===== src/rtl/alu_arbiter.sv =====
// Round-robin arbiter/sequencer sharing one combinational ALU between two requesters.
// Each operation runs IDLE (accept) -> EXEC (ALU driven from registers) -> RESP (tagged result held).
module alu_arbiter #(
    parameter int WIDTH = 32
) (
    input  logic             clk,
    input  logic             rst_n,

    input  logic             req0_valid,
    output logic             req0_ready,
    input  logic [WIDTH-1:0] req0_a,
    input  logic [WIDTH-1:0] req0_b,
    input  logic [3:0]       req0_func,
    input  logic [6:0]       req0_opcode,

    input  logic             req1_valid,
    output logic             req1_ready,
    input  logic [WIDTH-1:0] req1_a,
    input  logic [WIDTH-1:0] req1_b,
    input  logic [3:0]       req1_func,
    input  logic [6:0]       req1_opcode,

    output logic [WIDTH-1:0] alu_a,
    output logic [WIDTH-1:0] alu_b,
    output logic [3:0]       alu_func,
    output logic [6:0]       alu_opcode,
    input  logic [WIDTH-1:0] alu_out,
    input  logic             alu_branch,

    output logic             rsp_valid,
    input  logic             rsp_ready,
    output logic             rsp_id,
    output logic [WIDTH-1:0] rsp_result,
    output logic             rsp_branch,

    output logic             busy,
    output logic [1:0]       dbg_state
);

    // Handshakes: a transfer happens on a cycle where valid & ready are both high at the
    // rising edge. Requesters hold their payload while valid is high and not yet accepted;
    // ready may depend combinationally on valid, valid must never depend on ready.
    typedef enum logic [1:0] {
        S_IDLE = 2'd0,
        S_EXEC = 2'd1,
        S_RESP = 2'd2
    } state_t;

    state_t state;
    state_t state_next;

    logic   last_grant;
    logic   hold_id;
    logic   grant0;
    logic   grant1;
    logic   accept;

    always_ff @(posedge clk or negedge rst_n) begin
        if (!rst_n) begin
            state <= S_IDLE;
        end else begin
            state <= state_next;
        end
    end

    always_comb begin
        state_next = state;
        grant0     = 1'b0;
        grant1     = 1'b0;
        accept     = 1'b0;
        case (state)
            S_IDLE: begin
                // On a tie the requester that did not win last time goes first.
                grant0 = req0_valid & (~req1_valid | last_grant);
                grant1 = req1_valid & ~grant0;
                accept = grant0 | grant1;
                if (accept) begin
                    state_next = S_EXEC;
                end
            end
            S_EXEC: begin
                state_next = S_RESP;
            end
            S_RESP: begin
                if (rsp_ready) begin
                    state_next = S_IDLE;
                end
            end
            default: begin
                state_next = S_IDLE;
            end
        endcase
    end

    // Gating with rst_n keeps ready low while reset is held even if valid is high.
    assign req0_ready = rst_n & grant0;
    assign req1_ready = rst_n & grant1;

    assign rsp_valid  = (state == S_RESP);
    assign busy       = (state != S_IDLE);
    assign dbg_state  = state;

    // The ALU drive registers double as the request holding registers.
    always_ff @(posedge clk or negedge rst_n) begin
        if (!rst_n) begin
            alu_a      <= '0;
            alu_b      <= '0;
            alu_func   <= '0;
            alu_opcode <= '0;
            hold_id    <= 1'b0;
            last_grant <= 1'b1;
        end else if (accept) begin
            alu_a      <= grant1 ? req1_a      : req0_a;
            alu_b      <= grant1 ? req1_b      : req0_b;
            alu_func   <= grant1 ? req1_func   : req0_func;
            alu_opcode <= grant1 ? req1_opcode : req0_opcode;
            hold_id    <= grant1;
            last_grant <= grant1;
        end
    end

    always_ff @(posedge clk or negedge rst_n) begin
        if (!rst_n) begin
            rsp_id     <= 1'b0;
            rsp_result <= '0;
            rsp_branch <= 1'b0;
        end else if (state == S_EXEC) begin
            rsp_id     <= hold_id;
            rsp_result <= alu_out;
            rsp_branch <= alu_branch;
        end
    end

endmodule


===== config.mk =====
export PLATFORM = sky130hd
export DESIGN_NAME = alu_arbiter
export DESIGN_NICKNAME = d
export VERILOG_FILES = /design/src/rtl/alu_arbiter.sv
export SDC_FILE = /design/constraint.sdc
export NUM_CORES = 1
export LEC_CHECK = 0
export CAP_MARGIN = 25
export CORE_MARGIN = 3
export CORE_UTILIZATION = 42
export DETAILED_ROUTE_END_ITERATION = 7
export PLACE_DENSITY_LB_ADDON = 0.15
export RECOVER_POWER = 50
export SLEW_MARGIN = 20
export SYNTH_ARGS = -nofsm -noshare
export SYNTH_HDL_FRONTEND = slang
export SYNTH_SLANG_ARGS = --single-unit

===== constraint.sdc =====
create_clock -name clk -period 4.4 [get_ports clk]
set_input_delay 1.32 -clock clk [delete_from_list [all_inputs] [get_ports clk]]
set_output_delay 1.32 -clock clk [all_outputs]
set_load 0.05 [all_outputs]

==> results of run 1 <==
final cells by class:
cell class / count / area [sq um]
Fill cell: 939 / 3480
Multi-Input combinational cell: 272 / 2050
Clock buffer: 22 / 474
Inverter: 81 / 304
Clock inverter: 9 / 179
Tap cell: 172 / 215
Sequential cell: 113 / 2830
Timing Repair Buffer: 313 / 3130
stage by stage:
stage | power (mW) | cell area, sq um | setup slack, ps
final | 7.93 | 9190 | 659
after global routing | 8.27 | 9190 | 517
after floorplan | 4.80 | 5480 | 416
after detailed placement | 6.42 | 8550 | 674
after global placement | 6.32 | 8550 | 676
after CTS | 7.96 | 9200 | 674
final timing paths:
check                                              to  cells after the start
setup / recovery                           req1_ready                      4
hold / removal             rsp_result[28]$_DFFE_PN0N_                      1
min in group asynchronous       alu_a[27]$_DFFE_PN0P_                      2
max in group asynchronous       alu_b[23]$_DFFE_PN0P_                      2
hold reg to reg            rsp_result[28]$_DFFE_PN0N_                      1
setup reg to reg                alu_a[15]$_DFFE_PN0P_                      5
flip-flops by register name, indices dropped and copies added (netlist names):
signal,cells
alu_a,32
alu_b,32
alu_func,4
alu_opcode,7
dbg_state,2
hold_id,1
last_grant,1
rsp_branch,1
rsp_id,1
rsp_result,32
placed cells by master, fill, tap and decap left out, drive strengths merged:
cell type      synthesis  routed
dfstp                  1       1
nand3                  2       2
o211ai                75      75
nor2                   4       4
o2111ai               75      75
nand2b                 2       2
dlygate4sd3            0      10
bufinv                 0       5
clkbuf                27      26
inv                   81      81
clkinvlp               0       2
o21ai                 78      78
a21oi                  1       1
buf                   35      11
dfrtp                112     112
nand2                  1       1
clkdlybuf4s50          0     288
mux2                  34      34
clkinv                 0       2
layer usage:
layer / share of wire, % / wire length (um)
met3: 9.5 / 1960
met2: 51 / 10500
met4: 2.5 / 513
met5: 0.034 / 7
met1: 37 / 7660
cell usage after synthesis (all sizes together):
cell type / count / area share [%]
dfrtp: 112 / 51
inv: 81 / 5.6
o21ai: 78 / 7.1
o2111ai: 75 / 12
o211ai: 75 / 10
buf: 35 / 3.4
mux2: 34 / 7.0
clkbuf: 27 / 1.9
nor2: 4 / 0.46
nand2b: 2 / 0.23
nand3: 2 / 0.27
a21oi: 1 / 0.091
dfstp: 1 / 0.48
nand2: 1 / 0.068
worst max-delay path: stages:
cell             delay [ps]
clkdlybuf4s50_1         590
nand3_1                 130
nor2_1                  200
buf_12                  170
cells by family after synthesis:
kind of cell / share of synthesized area [%]
AO/OA/AOI/OAI: 29.5
buffers and inverters: 10.8
flip-flops: 51.7
multiplexers: 6.99
AND/OR/NAND/NOR: 1.03
power by group through the flow:
stage / combinational (mW) / clock [mW] / sequential [mW]
floorplan: 1.22 / 0 / 3.58
global placement: 4.46 / 0 / 1.86
detailed placement: 4.54 / 0 / 1.89
CTS: 4.55 / 1.53 / 1.88
global route: 4.74 / 1.58 / 1.95
finish: 4.53 / 1.51 / 1.89
==> metrics.md, run 1 <==
| Metric | Value |
|---|---|
| Fin crit period | `3740 ps` |
| First-pass iteration count of the detailed router | `5` |
| FF-to-FF setup slack | `1150 ps` |
| Pwr dens | `863 nW/um^2` |
| Req. time, crit path | `3080 ps` |
| Crit end category | `output pin` |
| Setup TNS | `0 ps` |
| Setup Viol. Count Final | `0` |
| Initial antenna violation count | `1` |
| Critical Path Source | `req1_valid` |
| Combinational Power Share | `57.2%` |
| Placed insts | `951` |
| Min-Delay Startpoint | `rsp_result[28]$_DFFE_PN0N_` |
| Clk sink count | `113` |
| Routed Antenna Nets | `0` |
| Post-CTS Hold Fix Bufs | `0` |
| Post-Layout Cell Count | `982` |
| Die width | `120 um` |
| Core Region | `12,700 sq um` |
| Slew Viols, Final | `140` |
| Cell variety after synth | `22` |
| P_int | `4.14 mW` |
| CTS tree | `built` |
| Net load switching power | `3.79 mW` |
| Root buf cell | `clkbuf_16` |
| Yosys warns | `0` |
| Worst Skew | `6.74 ps` |
| IO Port Bufs | `302` |
| Layout cell share with drive strength beyond 1 | `9.51%` |
| Synthesized area | `5480 sq um` |
| Worst Tran Pin Value | `1710 ps` |
| Post-CTS setup buffers | `0` |
| Clock transition at path regs | `50 ps` |
| Setup Crit Path Kind | `input port to output pin` |
| Post-CTS resize count | `0` |
| Max frequency | `267 MHz` |
| Period utilisation layout | `85.0%` |
| Clock power frac | `19.1%` |
| Max-slew headroom | `-14.0%` |
| Net Sw Frac | `47.8%` |
| Clk buf depth | `2` |
| Initial Util | `43.2%` |
| Data arrival, critical path | `2420 ps` |
| Core Util, Final | `72.5%` |
| Hold Crit Class | `flip-flop to flip-flop` |
| Drt wl/cell | `21.0 um` |
| RSZ-0062 raised after global routing | `no` |
| GR Overflow Total | `0` |
| Vias/cell | `5.78` |
| Latest clock arrival within the worst-skew pair | `400 ps` |
| Worst r2r src | `dbg_state[0]$_DFFE_PN0P_` |
| Max IR drop VDD | `0.455 mV` |
| Full die area | `14,400 sq um` |
| Nets@finish | `986` |
| Area delta synth->final | `67.8%` |
| Failing checks | `max-capacitance violations, max-slew violations` |
| CP Launch Type | `input port` |
| CP Max Fanout | `4` |
| Iteration-0 DRC count of the detailed router | `425` |
| Final Hold Violating Endpoints | `0` |
| Ant. Diodes | `0` |
| Mean post-synth cell area | `10.4 sq um` |
| GR Util met1 | `34.7%` |
| Max Cap Violations | `2` |
| Met2 Use GR | `47.6%` |
| Seq/Total Area, Yosys | `51.7%` |
| Final wirelength | `20,600 um` |
| Tot GR Track Use | `28.4%` |
| Synthesized flop and latch total | `113` |
| Routed vias | `5,678` |
| Routability cong. | `0.853` |
| Row count | `41` |
| Outcome | `finished, violations left` |
| Cts bufs inserted | `17` |
| Die H | `120 um` |
| GR peak layer | `met2` |
| Syn nets | `716` |
| I/O Pins | `303` |
| Vias in the first global route | `5,845` |
| Sequential Power Share | `23.8%` |
| # DRC | `0` |
| Global-route wire length before repair | `32,200 um` |
| M3 GR Usage | `9.45%` |
| Hold_ws | `496 ps` |
| Post-DP HPWL | `14,000 um` |
| Mapped Cells | `528` |
| Pin count of the biggest net entering global routing | `78` |
| H-tree depth | `4` |
| P_leak | `3.74 nW` |
(Power assumes the default switching activity.)
==> run 2: changes to the inputs <==
Settings changed: GPL_TIMING_DRIVEN set to 0.
==> metrics.md, run 2 (synthesis gave the netlist of run 1 again) <==
| Metric | Value |
|---|---|
| Hold_ws | `496 ps (+0.241 ps)` |
| Final wirelength | `20,800 um (+0.63%)` |
| Routability cong. | `0.905 (+6.2%)` |
| Global-route wire length before repair | `32,500 um (+0.94%)` |
| GR Util met1 | `34.5% (-0.17 points)` |
| P_leak | `3.82 nW (+2.4%)` |
| Full die area | `14,400 sq um (unchanged)` |
| Routed Antenna Nets | `0 (unchanged)` |
| H-tree depth | `4 (unchanged)` |
| Worst path cell trace | `clkdlybuf4s50_1 > nand3_2 > buf_4 > buf_2 > nor2_1 > clkbuf_4` |
| Drt wl/cell | `20.1 um (-4.4%)` |
| Hold EP | `rsp_result[27]$_DFFE_PN0N_` |
| Crit path max-delay family | `buffers and inverters` |
| GR peak layer | `met2` |
| CP Max Fanout | `10 (+6)` |
| Max incr delay on CP | `600 ps (about the same)` |
| Max IR drop VDD | `0.520 mV (+14%)` |
| Worst r2r src | `dbg_state[1]$_DFFE_PN0P_` |
| Crit end category | `output pin` |
| Setup Viol. Count Final | `0 (unchanged)` |
| Outcome | `finished clean` |
| Core Region | `12,700 sq um (unchanged)` |
| Slew Viols, Final | `0 (-100%)` |
| Period utilisation layout | `97.0% (+12 points)` |
| Worst Tran Pin Value | `1450 ps (-265 ps)` |
| Area delta synth->final | `70.3%` |
| Worst Skew | `9.38 ps (+2.64 ps)` |
| Hold Crit Class | `flip-flop to flip-flop` |
| M3 GR Usage | `8.65% (-0.80 points)` |
| Layout cell share with drive strength beyond 1 | `11.5% (+2.0 points)` |
| Vias/cell | `5.56 (-3.9%)` |
| # DRC | `0 (unchanged)` |
| Commonest cells after routing, fill and taps aside | `293 x clkdlybuf4s50_1, 112 x dfrtp_1, 79 x inv_1` |
| Ant. Diodes | `0 (unchanged)` |
| Final Hold Violating Endpoints | `0 (unchanged)` |
| Latest clock arrival within the worst-skew pair | `410 ps (about the same)` |
| Post-DP Area | `8730 sq um (+2.1%)` |
| Clk sink count | `113 (unchanged)` |
| Most common cell after layout, fill and taps aside | `clkdlybuf4s50_1` |
| RSZ-0062 raised after global routing | `no` |
| IO Port Bufs | `301 (-0.33%)` |
| I/O Pins | `303 (unchanged)` |
| Root buf cell | `clkbuf_16` |
| First-pass iteration count of the detailed router | `5 (unchanged)` |
| Row count | `41 (unchanged)` |
| Tot GR Track Use | `28.7% (+0.24 points)` |
| Top Registers | `alu_a: 32 flops, alu_b: 32 flops, rsp_result: 32 flops` |
| Initial antenna violation count | `0 (-1)` |
| Routed vias | `5,746 (+1.2%)` |
| CTS tree | `built` |
| Total Power | `7.96 mW (+0.35%)` |
| Max-slew headroom | `3.60% (+18 points)` |
| Fin crit period | `4270 ps (+529 ps)` |
| FF-to-FF setup slack | `2440 ps (+1290 ps)` |
| Req. time, crit path | `3080 ps (about the same)` |
| Die width | `120 um (unchanged)` |
| Final Instance Area | `9320 sq um (+1.5%)` |
| Pwr dens | `853 nW/um^2 (-1.1%)` |
| Initial Util | `43.2% (unchanged)` |
| Pin count of the biggest net entering global routing | `61 (-22%)` |
| Worst R2R End | `rsp_result[4]$_DFFE_PN0N_` |
| Cts bufs inserted | `17 (unchanged)` |
| Nets@finish | `1,037 (+5.2%)` |
| Post-DP HPWL | `15,400 um (+9.8%)` |
| Buf/Inv on CP | `4 (+2)` |
| Setup Crit Path Kind | `input port to output pin` |
| Clock transition at path regs | `60 ps (about the same)` |
| Iteration-0 DRC count of the detailed router | `457 (+7.5%)` |
| Vias in the first global route | `5,936 (+1.6%)` |
| Slowest CP cell | `clkdlybuf4s50_1` |
| Met2 Use GR | `49.3% (+1.7 points)` |
| Max Cap Violations | `0 (-2)` |
| Clk buf depth | `2 (unchanged)` |
| CP Launch Type | `input port` |
| Data arrival, critical path | `2950 ps (+530 ps)` |
| Max frequency | `234 MHz (-12%)` |
| Die H | `120 um (unchanged)` |
| GR Overflow Total | `0 (unchanged)` |
| Min-Delay Startpoint | `rsp_result[27]$_DFFE_PN0N_` |
| Worst R2R Path Depth | `4 (-1)` |
| Hold Crit Depth | `1 (unchanged)` |
[run 2: final cells by class]
cell class / count / area (sq um)
Clock inverter: 15 / 209
Buffer: 62 / 274
Fill cell: 963 / 3350
Timing Repair Buffer: 302 / 3020
Tap cell: 172 / 215
Clock buffer: 17 / 425
Multi-Input combinational cell: 272 / 2050
Sequential cell: 113 / 2830
Inverter: 81 / 304
[run 2: where the power goes]
| part | internal, mW | switching (mW) |
|---|---|---|
| Clock | 0.955 | 0.525 |
| Combinational | 1.58 | 3.04 |
| Sequential | 1.57 | 0.287 |
[run 2: how the worst max path moves through the flow]
stage	start	end	cells after the start
after floorplan	req0_valid	req0_ready	5
after global placement	rst_n	req0_ready	4
after detailed placement	req1_valid	req1_ready	6
after CTS	req1_valid	req1_ready	6
after global routing	req1_valid	req1_ready	6
final	req1_valid	req1_ready	6
[run 2: timing repair]
item / in CTS / in global routing
buffers inserted: 0 / 0
hold buffers: 0 / 0
resized for setup: 6 / 1
gates cloned: 0 / 0
endpoints found under the hold margin: 0 / 0
endpoints found under the setup margin: 2 / 1
[run 2: layer usage]
metal / part of all wire, % / vias to the layer above
met5: 0 / -
met4: 2.3 / 0
met3: 8.8 / 33
met2: 50 / 288
met1: 38 / 2807
li1: - / 2618
[run 2: per-stage QoR]
step | setup TNS (ps) | setup WS [ps] | instances | utilization (%)
5_1_grt | 0 | 35.6 | 1034 | 73.6
3_5_place_dp | -484 | -436 | 1002 | 68.9
3_3_place_gp | -275970 | -3920 | 1001 | 68.7
2_1_floorplan | 0 | 416 | 528 | -
6_report | 0 | 131 | 1034 | 73.6
4_1_cts | 0 | 93.1 | 1034 | 73.9
==> run 3: changes to the inputs <==
Settings changed: ABC_AREA set to 1, CORE_UTILIZATION 42 to 43, GPL_TIMING_DRIVEN 0 to unset.
==> metrics.md, run 3 <==
| Metric | Value |
|---|---|
| Layout filler cell count | `991 (+2.9%)` |
| Clock power frac | `16.0% (-2.6 points)` |
| Initial antenna violation count | `0 (unchanged)` |
| Core Util, Final | `73.0% (-0.58 points)` |
| Full die area | `14,600 sq um (+1.3%)` |
| Clock transition at path regs | `50 ps (about the same)` |
| Async set or reset register ratio after synthesis | `100% (unchanged)` |
| Slowest CP cell | `dlygate4sd3_1` |
| Post-synth EDFFs | `0 (unchanged)` |
| Net Sw Frac | `49.7% (+1.2 points)` |
| Iteration-0 DRC count of the detailed router | `309 (-32%)` |
| CP Launch Type | `input port` |
| Tot GR Track Use | `25.4% (-3.3 points)` |
| Req. time, crit path | `3080 ps (about the same)` |
| CTS tree | `built` |
| Worst path cell trace | `dlygate4sd3_1 > a21oi_1 > nand2_2 > nor2_1 > buf_12` |
| Cell accounting for the most synthesized area | `dfrtp_1` |
| Setup TNS | `0 ps (unchanged)` |
| Commonest cells in the netlist | `230 x nand2_1, 155 x inv_1, 150 x nand3_1` |
| Nets@finish | `1,210 (+17%)` |
| Sequential Power Share | `23.7% (+0.4 points)` |
| Placed insts | `1,175 (+17%)` |
| Setup Viol. Count Final | `0 (unchanged)` |
| Area delta synth->final | `64.2%` |
| Syn nets | `924 (+29%)` |
| H-tree depth | `4 (unchanged)` |
| Hold Crit Class | `flip-flop to flip-flop` |
| Mapped Cells | `736 (+39%)` |
| First-pass iteration count of the detailed router | `5 (unchanged)` |
| Most common cell after layout, fill and taps aside | `clkdlybuf4s50_1` |
| Hold Crit Depth | `2 (+1)` |
| Hold_ws | `474 ps (-22.4 ps)` |
| Routability cong. | `0.794 (-12%)` |
| Routed vias | `5,689 (-0.99%)` |
| Final WS setup | `495 ps (+364 ps)` |
| Routed Antenna Nets | `0 (unchanged)` |
| Mean post-synth cell area | `7.72 sq um (-26%)` |
| GR Util met1 | `29.2% (-5.3 points)` |
| Largest cells by area after synthesis | `dfrtp_1 49%, nand2_1 15%, nand3_1 13%` |
| Root buf cell | `clkbuf_16` |
| I/O Pins | `303 (unchanged)` |
| Latest clock arrival within the worst-skew pair | `410 ps (about the same)` |
| Worst R2R End | `hold_id$_DFFE_PN0P_` |
| GR Overflow Total | `0 (unchanged)` |
| Place WS | `555 ps (+990 ps)` |
| Outcome | `finished, violations left` |
| Post-CTS Hold Fix Bufs | `0 (unchanged)` |
| Count leader, synth | `nand2_1` |
| Post-Layout Cell Count | `1,205 (+17%)` |
| Total Power | `7.87 mW (-1.1%)` |
| Post-CTS setup buffers | `0 (unchanged)` |
| Data arrival, critical path | `2590 ps (-360 ps)` |
| Combinational Power Share | `60.4% (+2.3 points)` |
| Worst Skew | `6.92 ps (-2.46 ps)` |
| Setup Crit Path Kind | `input port to output pin` |
| Clk sink count | `113 (unchanged)` |
| Top cell type's share of synthesized area | `49.4% (-1.8 points)` |
| Failing checks | `max-capacitance violations, max-slew violations` |
| Slew Viols, Final | `149 (+149)` |
| Multi-input gate area | `2050 sq um (about the same)` |
| Final Hold Violating Endpoints | `0 (unchanged)` |
| Ant. Diodes | `0 (unchanged)` |
| Primary FF master, synth | `dfrtp_1` |
| Period utilisation layout | `88.8% (-8.3 points)` |
| Commonest cells after routing, fill and taps aside | `297 x clkdlybuf4s50_1, 229 x nand2_1, 156 x inv_1` |
| Die width | `121 um (+0.62%)` |
| Hold EP | `alu_a[0]$_DFFE_PN0P_` |
| Pin count of the biggest net entering global routing | `81 (+33%)` |
| Top Registers | `alu_a: 32 flops, alu_b: 32 flops, rsp_result: 32 flops` |
| Sequential cell area | `2830 sq um (unchanged)` |
| Clk buf depth | `2 (unchanged)` |
| Row count | `41 (unchanged)` |
| Fin crit period | `3910 ps (-364 ps)` |
| Worst R2R Path Depth | `6 (+2)` |
| Post-DP HPWL | `12,700 um (-18%)` |
| Yosys warns | `0 (unchanged)` |
| Seq/Total Area, Yosys | `49.8% (-1.9 points)` |
| Synthesized area | `5680 sq um (+3.7%)` |
| Vias in the first global route | `5,342 (-10%)` |
| Post-CTS resize count | `0 (-6)` |
| P_leak | `4.79 nW (+25%)` |
| Layout cell share with drive strength beyond 1 | `6.97% (-4.5 points)` |
| Die H | `121 um (+0.62%)` |
| Met2 Use GR | `43.5% (-5.8 points)` |
| Core Region | `12,800 sq um (+0.81%)` |
| RSZ-0062 raised after global routing | `no` |
| Min-Delay Startpoint | `alu_a[0]$_DFFE_PN0P_` |
| Post-DP Area | `8810 sq um (+0.90%)` |
| P_int | `3.96 mW (-3.4%)` |
| Worst r2r src | `dbg_state[0]$_DFFE_PN0P_` |
| Crit end category | `output pin` |
| Max incr delay on CP | `590 ps (about the same)` |
| Global-route wire length before repair | `28,700 um (-11%)` |
| Max-slew headroom | `-26.2% (-30 points)` |
| Cell variety after synth | `18 (-18%)` |
| Net load switching power | `3.91 mW (+1.3%)` |
| GR peak layer | `met2` |
| Max IR drop VDD | `0.660 mV (+27%)` |
| Vias/cell | `4.72 (-15%)` |
| Initial Util | `44.5% (+1.2 points)` |
| Max Cap Violations | `3 (+3)` |
| Synthesized flop and latch total | `113 (unchanged)` |
| Worst Tran Pin Value | `1890 ps (+447 ps)` |
| Final wirelength | `18,400 um (-11%)` |
| Pwr dens | `844 nW/um^2 (-1.1%)` |
| M3 GR Usage | `9.00% (+0.34 points)` |
| # DRC | `0 (unchanged)` |
| Drt wl/cell | `15.3 um (-24%)` |
| Final Instance Area | `9330 sq um (about the same)` |
| Cts bufs inserted | `17 (unchanged)` |
| CP Max Fanout | `3 (-7)` |
| IO Port Bufs | `302 (+0.33%)` |
| Max frequency | `256 MHz (+9.3%)` |
| FF-to-FF setup slack | `1700 ps (-740 ps)` |
[run 3: changes by cell type in the layout (fill, tap and decap cells not counted), sizes merged, moves of 25 or more]
cell,previous run,this run
o211ai,75,0
nand2,1,230
nand3,2,150
o21ai,78,5
buf,31,6
o2111ai,75,0
inv,84,157
[run 3: logic make-up (layout without fill, tap and decap cells)]
family          Yosys count  after routing  share of synthesized area [%]
buf+inv                 200            497                           14.2
simple gates            384            384                           28.8
mux                      33             33                           6.54
flops                   113            113                           49.8
compound gates            6              6                          0.661
[run 3: routing by layer]
layer,vias to the layer above,wire length [um]
li1,2795,-
met2,234,9360
met1,2634,6910
met5,-,0
met3,26,1790
met4,0,375
[run 3: area by class of cell]
cell class                      count  area share, %
Inverter                          157           6.32
Clock buffer                       24           5.17
Timing Repair Buffer              310           33.2
Sequential cell                   113           30.3
Multi-Input combinational cell    423           22.0
Tap cell                          172           2.31
Clock inverter                      6          0.617
[run 3: power groups by stage]
stage / Combinational [mW] / Clock, mW / Sequential (mW)
2_1_floorplan: 1.32 / 0 / 3.65
3_3_place_gp: 4.73 / 0 / 1.85
3_5_place_dp: 4.77 / 0 / 1.86
4_1_cts: 4.79 / 1.28 / 1.86
5_1_grt: 5.02 / 1.34 / 1.92
6_report: 4.75 / 1.26 / 1.86
[run 3: how the worst max path moves through the flow]
stage,depth (start not counted),endpoint,start
2_1_floorplan,5,req1_ready,req0_valid
3_3_place_gp,4,req0_ready,req0_valid
3_5_place_dp,4,req0_ready,req0_valid
4_1_cts,4,req0_ready,req0_valid
5_1_grt,3,alu_b[19]$_DFFE_PN0P_,rst_n
6_report,5,req1_ready,req0_valid
[run 3: worst max-delay path: cells and delay by family]
kind | cells | cell delay [ps]
AO/OA/AOI/OAI | 1 | 240
buffers and inverters | 2 | 760
AND/OR/NAND/NOR | 2 | 260
